[config.mk]
export PLATFORM = sky130hd
export DESIGN_NAME = wr_ctrl
export DESIGN_NICKNAME = d
export VERILOG_FILES = /design/src/rtl/wr_ctrl.sv
export SDC_FILE = /design/constraint.sdc
export NUM_CORES = 1
export LEC_CHECK = 0
export ABC_AREA = 0
export CORE_AREA = 10 10 47 49
export DETAILED_ROUTE_END_ITERATION = 16
export DIE_AREA = 0 0 57 59
export GPL_TIMING_DRIVEN = 0
export PLACE_DENSITY = 0.73
export SYNTH_ARGS = -nofsm -noshare
export SYNTH_HDL_FRONTEND = slang
export SYNTH_SLANG_ARGS = --single-unit
[constraint.sdc]
create_clock -name clk -period 2.5 [get_ports clk]
set_input_delay 0.5 -clock clk [delete_from_list [all_inputs] [get_ports clk]]
set_output_delay 0.5 -clock clk [all_outputs]
set_load 0.02 [all_outputs]
[src/rtl/wr_ctrl.sv]
// Write-side controller for a synchronous FIFO: owns the write pointer and
// derives fill level, full/almost-full flags, write strobe and sticky overflow.
module wr_ctrl #(
  parameter int W_DATA_WIDTH = 16,
  parameter int MEM_WIDTH    = 16,
  parameter int LIMIT        = 0,
  parameter int ADDR_WIDTH   = 4,
  parameter int AF_MARGIN    = 2
) (
  input  logic                  clk,
  input  logic                  reset,
  input  logic                  wr_request,
  input  logic                  clear_ovf,
  input  logic [ADDR_WIDTH:0]   rd_ptr,
  output logic [ADDR_WIDTH:0]   wr_ptr,
  output logic                  wr_en,
  output logic                  full_flag,
  output logic                  almost_full,
  output logic [ADDR_WIDTH:0]   fill_level,
  output logic                  overflow
);

  localparam int PW       = ADDR_WIDTH + 1;
  localparam int DEPTH    = 1 << ADDR_WIDTH;
  localparam int STEP     = W_DATA_WIDTH / MEM_WIDTH;
  localparam int AF_LEVEL = (AF_MARGIN > DEPTH) ? 0 : DEPTH - AF_MARGIN;

  localparam logic [PW-1:0] STEP_INC   = PW'(STEP);
  localparam logic [PW-1:0] LOW_MASK   = PW'((1 << LIMIT) - 1);
  // Fewer than STEP free words is the same as fill exceeding DEPTH - STEP.
  localparam logic [PW:0]   FULL_LEVEL = (PW+1)'(DEPTH - STEP);
  localparam logic [PW:0]   AF_THRESH  = (PW+1)'(AF_LEVEL);

  logic [PW-1:0] wr_ptr_q, wr_ptr_d;
  logic [PW-1:0] fill;
  logic          full;
  logic          ovf_q, ovf_d;

  assign fill = wr_ptr_q - rd_ptr;
  assign full = {1'b0, fill} > FULL_LEVEL;

  assign fill_level  = fill;
  assign full_flag   = full;
  assign almost_full = {1'b0, fill} >= AF_THRESH;
  assign wr_en       = wr_request & ~full;
  assign wr_ptr      = wr_ptr_q;
  assign overflow    = ovf_q;

  // Masking keeps the sub-word bits of the pointer pinned at zero for wide writes.
  always_comb begin
    wr_ptr_d = wr_ptr_q;
    if (wr_en) begin
      wr_ptr_d = (wr_ptr_q + STEP_INC) & ~LOW_MASK;
    end
  end

  always_comb begin
    ovf_d = ovf_q;
    if (clear_ovf) begin
      ovf_d = 1'b0;
    end
    if (wr_request && full) begin
      ovf_d = 1'b1;
    end
  end

  always_ff @(posedge clk or posedge reset) begin
    if (reset) begin
      wr_ptr_q <= '0;
      ovf_q    <= 1'b0;
    end else begin
      wr_ptr_q <= wr_ptr_d;
      ovf_q    <= ovf_d;
    end
  end

endmodule

==> results of run 1 <==
==> per-layer routing <==
layer | vias to the layer above | track usage (%)
met5 | - | 0
met4 | 0 | 5.37
li1 | 246 | -
met1 | 225 | 7.72
met3 | 4 | 4.08
met2 | 15 | 17.4
==> how the worst max path moves through the flow <==
stage               depth (start not counted)  slack [ns]     endpoint                   from
floorplan                                   8        0.01  almost_full  wr_ptr[0]$_DFFE_PP0P_
global placement                            9       -0.87  almost_full              rd_ptr[0]
detailed placement                          9       -0.88  almost_full              rd_ptr[0]
CTS                                         9       -0.08  almost_full  wr_ptr[0]$_DFFE_PP0P_
global route                                9       -0.13  almost_full  wr_ptr[0]$_DFFE_PP0P_
finish                                      9       -0.06  almost_full  wr_ptr[0]$_DFFE_PP0P_
==> critical path, cell delays in order, from the launching register on <==
cell and delay (ns):
dfrtp_1 0.38, inv_2 0.08, ha_4 0.13, inv_2 0.03, fa_2 0.36, nand3_4 0.12
a21oi_4 0.08, or2_4 0.27, a41o_1 0.21, buf_6 0.13
==> Yosys cell counts (all sizes together) <==
| cell | n | area (um^2) |
|---|---|---|
| xnor2 | 3 | 26.3 |
| inv | 9 | 33.8 |
| a22o | 1 | 8.76 |
| dfrtp | 6 | 150 |
| ha | 5 | 62.6 |
| nand4 | 1 | 6.26 |
| fa | 1 | 20.0 |
| nand3 | 2 | 10.0 |
| o21ai | 2 | 10.0 |
| and3 | 1 | 11.3 |
| o21a | 1 | 7.51 |
| xor2 | 3 | 26.3 |
| nand2 | 3 | 11.3 |
| nor2b | 1 | 6.26 |
| and2 | 1 | 6.26 |
| nor4 | 1 | 12.5 |
| a41o | 1 | 10.0 |
| or2 | 2 | 12.5 |
| nor3 | 2 | 21.3 |
| a21oi | 2 | 13.8 |
| mux2 | 1 | 15.0 |
| or3 | 1 | 6.26 |
==> cell type report <==
class	count	area, um^2
clock buffers	3	22.5
fillers	123	464
inverters	9	33.8
multi-input cells	35	385
flip-flops and latches	6	151
well taps	16	20.0
repair buffers	35	324
==> stage by stage <==
stage / setup TNS [ns] / worst slack, ns / hold WS [ns] / area [um^2]
2_1_floorplan: 0 / 0.0121 / 0.291 / 490
3_3_place_gp: -4.34 / -0.870 / 0.491 / 731
3_5_place_dp: -4.45 / -0.881 / 0.505 / 731
4_1_cts: -0.0767 / -0.0767 / 0.471 / 868
5_1_grt: -0.160 / -0.126 / 0.481 / 937
6_report: -0.0647 / -0.0647 / 0.455 / 937
==> flip-flops by register name (all words and copies together) (netlist names) <==
signal	flops
wr_ptr	5
overflow	1
==> where the power goes <==
part	total, uW	internal (uW)	switching (uW)	leakage [uW]
combinational	1300	700	596	0.000347
sequential	221	151	70.6	0.0000714
clock	95.4	54.7	40.7	0.0000138
==> cell families after synthesis <==
logic type	share of synthesized area [%]
and+or+nand+nor	21.3
muxes	3.08
buffers and inverters	6.92
xor gates and xnor gates	10.8
adders and majority gates	16.9
AOI/OAI and AO/OA	10.3
DFF	30.8
==> timing repair <==
item | in CTS | in global routing
buffers inserted | 8 | 5
cloned | 0 | 0
hold buffers | 0 | 0
pin swaps | 12 | 9
resized for setup | 47 | 9
setup endpoints to repair | 7 | 6
==> run_results.csv, run 1 <==
group,metric,value,unit
run_status,status,"finished with violations",
run_status,failed_checks,"negative setup slack",
cts,cts_buffer_depth,2,
timing,fmax,390,MHz
worst_setup_path,worstPathArrival,2.06,ns
timing,worst_slack,-0.0647,ns
logic_synthesis,yosysWarnings,0,
global_routing,grt_max_degree,7,
cts,htreeDepth,1,
cells_and_area,drive_above_1_share,48.9,%
detailed_routing,drt-initial-drc-count,3,
detailed_routing,wl_met1,540,um
global_routing,grt_first_pass_wirelength,2470,um
detailed_routing,vias_per_cell,4.71,
cells_and_area,antenna_cells,0,
die,ios,23,
cells_and_area,instances_no_fill,104,
die,die_width,57,um
detailed_routing,wl_met3,122,um
worst_setup_path,cp-start-kind,"flop",
timing,slew_headroom,76.4,%
detailed_routing,antenna_left,0,
logic_synthesis,avgSynthCellArea,9.76,um^2
global_routing,grt_pass1_vias,553,
min_path,hp-class,"input port to async pin",
power_and_ir_drop,powerDensity,1720,nW/um^2
cts,cts_buffers,3,
placed_design,hpwl,1020,um
placed_design,portBuffers,22,
cts,cts_tree,"built",
cells_and_area,fin_nets,105,
logic_synthesis,seq_area_frac_synth,30.8,%
logic_synthesis,netlist_instances,50,
global_routing,antenna_found_initial,0,
cells_and_area,mostFrequentLayoutCells,"11 x clkdlybuf4s50_1, 11 x buf_4, 5 x inv_2, 5 x buf_6, 5 x dfrtp_1",
die,die_area,3360,um^2
worst_setup_path,path_max_fanout,3,
detailed_routing,drt_first_pass_iters,4,
worst_setup_path,reg2reg_depth,9,
detailed_routing,top_layer,"met4",
cts,clk_pin_slew,0.05,ns
cts,cts_root_buf,"clkbuf_4",
timing,fin_crit,2.56,ns
timing,setup_violations,1,
logic_synthesis,ys_types,25,
detailed_routing,route.met2.wl,835,um
cts,clk_latency,0.26,ns
timing,rsz0062_at_grt,"true",
global_routing,grt_use_total,9.17,%
logic_synthesis,synth-seq-cells,6,
timing,hold_violations,0,
timing,slew_viol_final,0,
timing,finClkSkew,0.00679,ns
worst_setup_path,critPathKind,"flop to output port",
job,cap_violations,0,
die,die_y,59,um
detailed_routing,vias,490,
worst_setup_path,reg2reg_slack,0.53,ns
die,coreArea,1400,um^2
worst_setup_path,r2r_end,"wr_ptr[1]$_DFFE_PP0P_",
timing,tightest_slew,0.352,ns
die,start_util,34.8,%
power_and_ir_drop,finalPower,1610,uW
logic_synthesis,synthesis.nets,65,
detailed_routing,wl_per_cell,14.8,um
placed_design,place.gp.congestion,0.749,
power_and_ir_drop,p_leak,0.000432,uW
worst_setup_path,timing.critical_path.required,2.00,ns
global_routing,grt_overflow,0,
cells_and_area,syn2layout_area_growth,92.1,%
logic_synthesis,synth_area,488,um^2
detailed_routing,wl,1540,um
worst_setup_path,end_kind,"output port",
detailed_routing,route.detailed.drc,0,
placed_design,place_inst,88,
power_and_ir_drop,vdd_drop_max,0.000782,V
cts,cts.sinks,6,
die,rows,14,
cells_and_area,utilization,66.9,%
worst_setup_path,r2r_start,"wr_ptr[0]$_DFFE_PP0P_",
timing,min_period_over_period,103,%
Power figures use the tool's default switching activity.
==> run 2, diff against run 1 <==
--- a/config.mk
+++ b/config.mk
@@ -9,7 +9,6 @@
 export CORE_AREA = 10 10 47 49
 export DETAILED_ROUTE_END_ITERATION = 16
 export DIE_AREA = 0 0 57 59
-export GPL_TIMING_DRIVEN = 0
 export PLACE_DENSITY = 0.73
 export SYNTH_ARGS = -nofsm -noshare
 export SYNTH_HDL_FRONTEND = slang
==> run 2 against run 1 <==
Effect of this change: the run still ends with negative setup slack left; final cell count rose by 7.7%; fmax is 2.0% higher; critical path type unchanged; worst hold slack gained 0.011 ns; count of clock-buffer cells in the layout stayed put; sequential cell count is the same; via count grew 7.3%; wire length is 5.9% higher; sequential share of layout area decreased by 0.65 points; first-iteration DRC count down 100%; critical endpoint unchanged; non-clock buffer count grew 8; combinational power up 5%.
==> run_results.csv, run 2 (same netlist as run 1, synthesis figures left out) <==
group,metric,value,unit
run_status,status,"finished with violations",
run_status,failed_checks,"negative setup slack",
power_and_ir_drop,switching_power,718,uW
power_and_ir_drop,vdd_drop_max,0.000937,V
worst_setup_path,critPathKind,"flop to output port",
timing,hold_violations,0,
power_and_ir_drop,p_sw_share,43.5,%
die,die_y,59,um
detailed_routing,vias,526,
timing,slew_headroom,79.5,%
power_and_ir_drop,powerDensity,1700,nW/um^2
worst_setup_path,end_kind,"output port",
cells_and_area,fin_nets,113,
detailed_routing,drt_first_pass_iters,1,
cells_and_area,fillers,118,
global_routing,antenna_found_initial,0,
global_routing,grt_pass1_vias,587,
cells_and_area,mostFrequentLayoutCells,"22 x buf_4, 11 x clkdlybuf4s50_1, 6 x dfrtp_1, 5 x inv_2",
cts,cts_buffers,3,
timing,hold_slack,0.467,ns
detailed_routing,antenna_left,0,
power_and_ir_drop,pwr-share-clk,5.9,%
die,coreArea,1400,um^2
placed_design,hpwl,1230,um
global_routing,grt_max_degree,7,
timing,tightest_slew,0.306,ns
placed_design,place.gp.congestion,0.834,
timing,fmax,398,MHz
min_path,hp-class,"input port to async pin",
detailed_routing,drt-initial-drc-count,0,
cells_and_area,utilization,69.1,%
cells_and_area,final_common_cell,"buf_4",
power_and_ir_drop,combPwrFrac,82.2,%
power_and_ir_drop,pwr-share-seq,11.9,%
detailed_routing,wl_per_cell,14.5,um
timing,fin_crit,2.51,ns
detailed_routing,route.detailed.drc,0,
cts,cts.sinks,6,
worst_setup_path,timing.critical_path.required,2.00,ns
timing,worst_slack,-0.0132,ns
timing,setup_violations,1,
worst_setup_path,crit_path_cell_trace,"inv_2, ha_4, inv_2, fa_2, nand3_4, a21oi_2, or2_4, a41o_1, buf_6",
placed_design,portBuffers,22,
cts,cts_root_buf,"clkbuf_4",
timing,min_period_over_period,101,%
timing,rsz0062_at_grt,"true",
cts,clk_latency,0.26,ns
cells_and_area,largest_reg_flops,5,
worst_setup_path,cp-start-kind,"flop",
cts,hold_buffers,0,
worst_setup_path,path_max_fanout,3,
cts,cts_tree,"built",
power_and_ir_drop,p_leak,0.000465,uW
die,die_width,57,um
cells_and_area,drive_above_1_share,52.1,%
worst_setup_path,worstPathArrival,2.01,ns
cells_and_area,antenna_cells,0,
cts,htreeDepth,1,
global_routing,grt_first_pass_wirelength,2660,um
timing,finClkSkew,0.00281,ns
cells_and_area,syn2layout_area_growth,98.5,%
cts,cts_buffer_depth,2,
die,start_util,34.8,%
die,rows,14,
timing,slew_viol_final,0,
die,ios,23,
detailed_routing,vias_per_cell,4.70,
cells_and_area,instances_no_fill,112,
worst_setup_path,crit_path_top_delay_cell,"dfrtp_1",
timing,tns,-0.0132,ns
job,cap_violations,0,
worst_setup_path,max_stage_delay,0.39,ns
die,die_area,3360,um^2
placed_design,place_inst,105,
global_routing,grt_overflow,0,
power_and_ir_drop,internal_power,932,uW
cts,clk_pin_slew,0.05,ns
global_routing,grt_use_total,10.3,%
detailed_routing,wl,1630,um
worst_setup_path,cp_common_cell,"inv_2",
-- run 2: metrics by stage --
stage               setup WS, ns  area (um^2)  power (uW)
floorplan                 0.0121          490         797
finish                   -0.0132          968        1650
detailed placement        -0.799          858        1420
CTS                      -0.0466          950        1610
global placement          -0.742          858        1390
global route             -0.0758          968        1760
-- run 2: critical path: cells and delay by family, from the launching register on --
kind	cells	cell delay, ns
adder cells (fa/ha/maj)	2	0.50
AND/OR/NAND/NOR	2	0.33
buffers and inverters	3	0.24
AO/OA/AOI/OAI	2	0.29
flip-flops	1	0.39
-- run 2: final cells by class --
cell class / instances / area [um^2] / area share, %
multi-input combinational: 35 / 378 / 39.0
timing repair buffer: 43 / 364 / 37.6
sequential: 6 / 150 / 15.5
inverter: 9 / 33.8 / 3.49
clock buffer: 3 / 22.5 / 2.33
tap: 16 / 20.0 / 2.07
-- run 2: what timing repair did --
action / CTS / global route
endpoints found under the setup margin: 7 / 6
pin swaps: 12 / 4
setup buffers: 3 / 1
gates resized for setup: 50 / 3
-- run 2: worst paths after layout --
path                                        from  cells after the start  slack [ns]                     to
max in group asynchronous                  reset                      2        1.83  wr_ptr[4]$_DFFE_PP0P_
min in group clk            overflow$_DFFE_PP0P_                      1        0.51   overflow$_DFFE_PP0P_
hold reg to reg             overflow$_DFFE_PP0P_                      1        0.51   overflow$_DFFE_PP0P_
setup reg to reg           wr_ptr[0]$_DFFE_PP0P_                     10        0.46  wr_ptr[1]$_DFFE_PP0P_
setup / recovery           wr_ptr[0]$_DFFE_PP0P_                      9       -0.01            almost_full
hold / removal                             reset                      2        0.47  wr_ptr[1]$_DFFE_PP0P_
-- run 2: power groups by stage --
stage	logic, uW	clock network, uW	registers (uW)
3_5_place_dp	1240	0	187
3_3_place_gp	1210	0	186
2_1_floorplan	534	0	262
4_1_cts	1320	95.0	196
6_report	1360	96.8	197
5_1_grt	1460	104	204
-- run 2: layer usage --
layer / global-route usage (%) / vias up / part of all wire, %
met5: 0 / - / 0
li1: - / 263 / -
met3: 3.65 / 5 / 6.5
met2: 18.1 / 15 / 53
met1: 9.88 / 243 / 37
met4: 7.05 / 0 / 3.1
==> run 3, diff against run 2 <==
--- a/config.mk
+++ b/config.mk
@@ -7,6 +7,7 @@
 export LEC_CHECK = 0
 export ABC_AREA = 0
 export CORE_AREA = 10 10 47 49
+export CTS_CLUSTER_DIAMETER = 100
 export DETAILED_ROUTE_END_ITERATION = 16
 export DIE_AREA = 0 0 57 59
 export PLACE_DENSITY = 0.73
==> results of run 3 <==
Final layout, timing and power as in run 2 (identical DEF).
==> RTL change 1 (settings of run 1) <==
Register the output `overflow` once more, with the module's reset; this adds one clock of latency there. The other outputs are not delayed to match.
--- a/src/rtl/wr_ctrl.sv
+++ b/src/rtl/wr_ctrl.sv
@@ -44,7 +44,13 @@
   assign almost_full = {1'b0, fill} >= AF_THRESH;
   assign wr_en       = wr_request & ~full;
   assign wr_ptr      = wr_ptr_q;
-  assign overflow    = ovf_q;
+  always_ff @(posedge clk or posedge reset) begin
+    if (reset) begin
+      overflow <= '0;
+    end else begin
+      overflow <= ovf_q;
+    end
+  end
 
   // Masking keeps the sub-word bits of the pointer pinned at zero for wide writes.
   always_comb begin
Check against the original RTL: not equivalent (Yosys sat finds a counterexample within 4 cycles, from zero or initial values and one cycle with reset high).
==> RTL change 1 against run 1 <==
- the run still ends with setup timing left
- sequential cell count increased by 1
- critical endpoint unchanged
- synthesized area is 5.1% higher
- total power fell by 3.2%
- worst setup slack improved by 0.014 ns
- design area is 1.3% lower
- utilization is 0.89 points lower
- cell count unchanged
- routed wire length shrank 5.9%
- largest cell class unchanged
==> RTL change 1: results (changes against run 1) <==
- Status: finished, violations left
- Failing checks: setup timing
- Worst VDD drop: 0.000874 V (+12%)
- Clk power: 105 uW (+10%)
- Post-CTS setup repair buffer count: 7 (-1)
- Routed wl met2: 796 um (-4.7%)
- Final worst slack: -0.0511 ns (+0.0136 ns)
- Vias in the first global route: 560 (+1.3%)
- Top layer used by detailed routing: met3
- Fill count: 119 (-3.3%)
- Routed via count: 502 (+2.4%)
- Layout Nets: 104 (-0.95%)
- Gpl congestion: 0.799 (+6.7%)
- Int Pwr: 871 uW (-3.8%)
- Seq cells post-synth: 7 (+1)
- Synth top area cells: dfrtp_1, ha_1, inv_1
- Final setup vio count: 1 (unchanged)
- Buffers excl. clock: 33 (-5.7%)
- Clock Skew: 0.00956 ns (+0.00277 ns)
- Flop pwr share: 0.157 (+0.020)
- Met1 Use GR: 0.0780 (+0.000752)
- Final hold slack: 0.388 ns (-0.0674 ns)
- Largest net degree at the start of global routing: 8 (+1)
- Hold/Removal Path Class: register to register
- Syn_nets: 66 (+1.5%)
- PostCTS Resize Cnt: 49 (+4.3%)
- Reg2reg setup slack: 0.50 ns (-0.03 ns)
- Clock-cell share of area: 0.0284 (+0.00438)
-- RTL change 1: cell types whose count changed after synthesis --
cell | before | now
dfrtp_1 | 6 | 7
-- RTL change 1: cells by family after synthesis --
family | share of synthesized area
buf+inv | 0.0658
xor+xnor | 0.102
mux | 0.0293
fa+ha+maj | 0.161
simple gates | 0.202
compound gates | 0.0976
flops | 0.341
-- RTL change 1: stage by stage --
| stage | total power [mW] | instances | setup TNS, ns | util | instance area (um^2) |
|---|---|---|---|---|---|
| 2_1_floorplan | 0.822 | 51 | 0 | - | 515 |
| 3_3_place_gp | 1.22 | 89 | -4.39 | 0.539 | 756 |
| 3_5_place_dp | 1.22 | 89 | -4.57 | 0.539 | 756 |
| 4_1_cts | 1.49 | 100 | -0.0952 | 0.636 | 891 |
| 5_1_grt | 1.68 | 104 | -0.190 | 0.660 | 925 |
| 6_report | 1.56 | 104 | -0.0511 | 0.660 | 925 |
==> RTL change 2 (flow settings as in run 1) <==
Made on the original files. Change the parameter `ADDR_WIDTH` from 4 to 3.
--- a/src/rtl/wr_ctrl.sv
+++ b/src/rtl/wr_ctrl.sv
@@ -4,7 +4,7 @@
   parameter int W_DATA_WIDTH = 16,
   parameter int MEM_WIDTH    = 16,
   parameter int LIMIT        = 0,
-  parameter int ADDR_WIDTH   = 4,
+  parameter int ADDR_WIDTH   = 3,
   parameter int AF_MARGIN    = 2
 ) (
   input  logic                  clk,
Interface: changed (resized fill_level, rd_ptr and wr_ptr); port bits go from 23 to 20. No check against the original RTL was run, so the function may have changed too.
==> RTL change 2 against run 1 <==
- critical endpoint is now wr_en
- total power shrank 29%
- sequential cell count shrank 1
- sequential share of layout area grew 1.9 points
- worst setup slack gained 0.13 ns
- via count shrank 30%
- routed wire length shrank 32%
- synthesized area shrank 23%
- design area shrank 26%
- die area is the same
- hold slack lost 0.0013 ns
==> RTL change 2: results (changes against run 1) <==
- Top FF cell, synth: dfrtp_1
- Pre-antenna DRT Iters: 1 (-3)
- Gr usage total: 0.0663 (-0.0254)
- Layout Nets: 77 (-27%)
- Critical Path End: wr_en
- Tcrit/Tclk final: 0.972 (-0.0535)
- Synth unique cells: 17 (-32%)
- Clock share of power: 0.082 (+0.023)
- Final hold slack: 0.454 ns (-0.00133 ns)
- FF-to-FF path depth: 5 (-4)
- Placed inst area: 587 um^2 (-20%)
- Grt met3 use: 0.0622 (+0.0215)
- Root buf cell: clkbuf_4
- Worst Setup SP: rd_ptr[1]
- Pre-CTS setup slack: -0.552 ns (+0.329 ns)
- Syn_nets: 50 (-23%)
- Switching power: 512 uW (-28%)
- Fill count: 140 (+14%)
- Sequential share of the synthesized area: 0.332 (+0.0245)
- Synth top area cells: dfrtp_1, ha_1, xnor2_1
- Sw frac: 0.447 (+0.00893)
- Worst rel slew slack: 0.807 (+0.0432)
- Drt total wl: 1040 um (-32%)
- Clk_lat worst skew: 0.25 ns
- Met1 Use GR: 0.0612 (-0.0161)
- Share of cells above drive strength 1: 0.429 (-0.0601)
- Hold/Removal Path Class: input port to asynchronous set/reset pin
- Post-DP HPWL: 768 um (-24%)
- Adder-cell share of the synthesized area: 0.186 (+0.0168)
- Syn avg cell area: 10.2 um^2 (+4.3%)
- Vias per Instance: 4.35 (-7.6%)
- Compound-gate portion of the synthesized area: 0.0997 (-0.00290)
- Post-layout util: 0.495 (-0.174)
- Clock Skew: 0.00605 ns (-0.000744 ns)
- Max reg flops: 4 (-1)
- Fin cells: 79 (-24%)
- Gpl congestion: 0.775 (+3.5%)
- M2 GR Usage: 0.104 (-0.0698)
- # diodes: 0 (unchanged)
- Worst EP arrival: 1.93 ns (-0.13 ns)
- First-pass GRT wire length: 1670 um (-32%)
- Worst VDD drop: 0.000731 V (-6.5%)
- CTS H-Tree Depth: 1 (unchanged)
- Status: completed
- Synth cell count leaders: inv_1, dfrtp_1, ha_1, xnor2_1, nand2_1
- Launch point of the worst reg-to-reg path: wr_ptr[2]
- Sequential Power: 179 uW (-19%)
- P_leak: 0.337 nW (-22%)
- Yosys synthesis warning count: 0 (unchanged)
- Vias in the first global route: 338 (-39%)
- XOR/XNOR Fraction of Synth Area: 0.116 (+0.00859)
- DR iter-0 viols: 0 (-3)
- Placed Cells: 72 (-18%)
- IO buf count: 19 (-14%)
- Post-synthesis mux area share: 0.0399 (+0.00910)
- Reg2reg setup slack: 0.82 ns (+0.29 ns)
- CP Max Fanout: 3 (unchanged)
==> RTL change 2: cell type report <==
cell class              instances  area share
plain buffers                   1      0.0108
clock buffers                   4      0.0379
inverters                       7      0.0379
flip-flops and latches          5       0.181
repair buffers                 22       0.301
well taps                      16      0.0289
multi-input cells              24       0.403
==> RTL change 2: repair_timing <==
action,CTS,global route
setup endpoints to repair,6,5
endpoints found under the hold margin,0,0
pin swaps,4,8
buffers inserted,0,3
gates resized for setup,29,10
==> RTL change 2: critical path, stage by stage <==
cell and delay, ns:
clkdlybuf4s50_1 0.47, inv_2 0.06, ha_4 0.16, a21oi_4 0.17, a21o_1 0.18, and3_4 0.22
buf_2 0.17
==> RTL change 2: layer usage <==
layer / routed length [um] / up-vias
met5: 0 / -
met4: 0 / 0
met3: 103 / 0
met2: 551 / 14
met1: 382 / 157
li1: - / 173
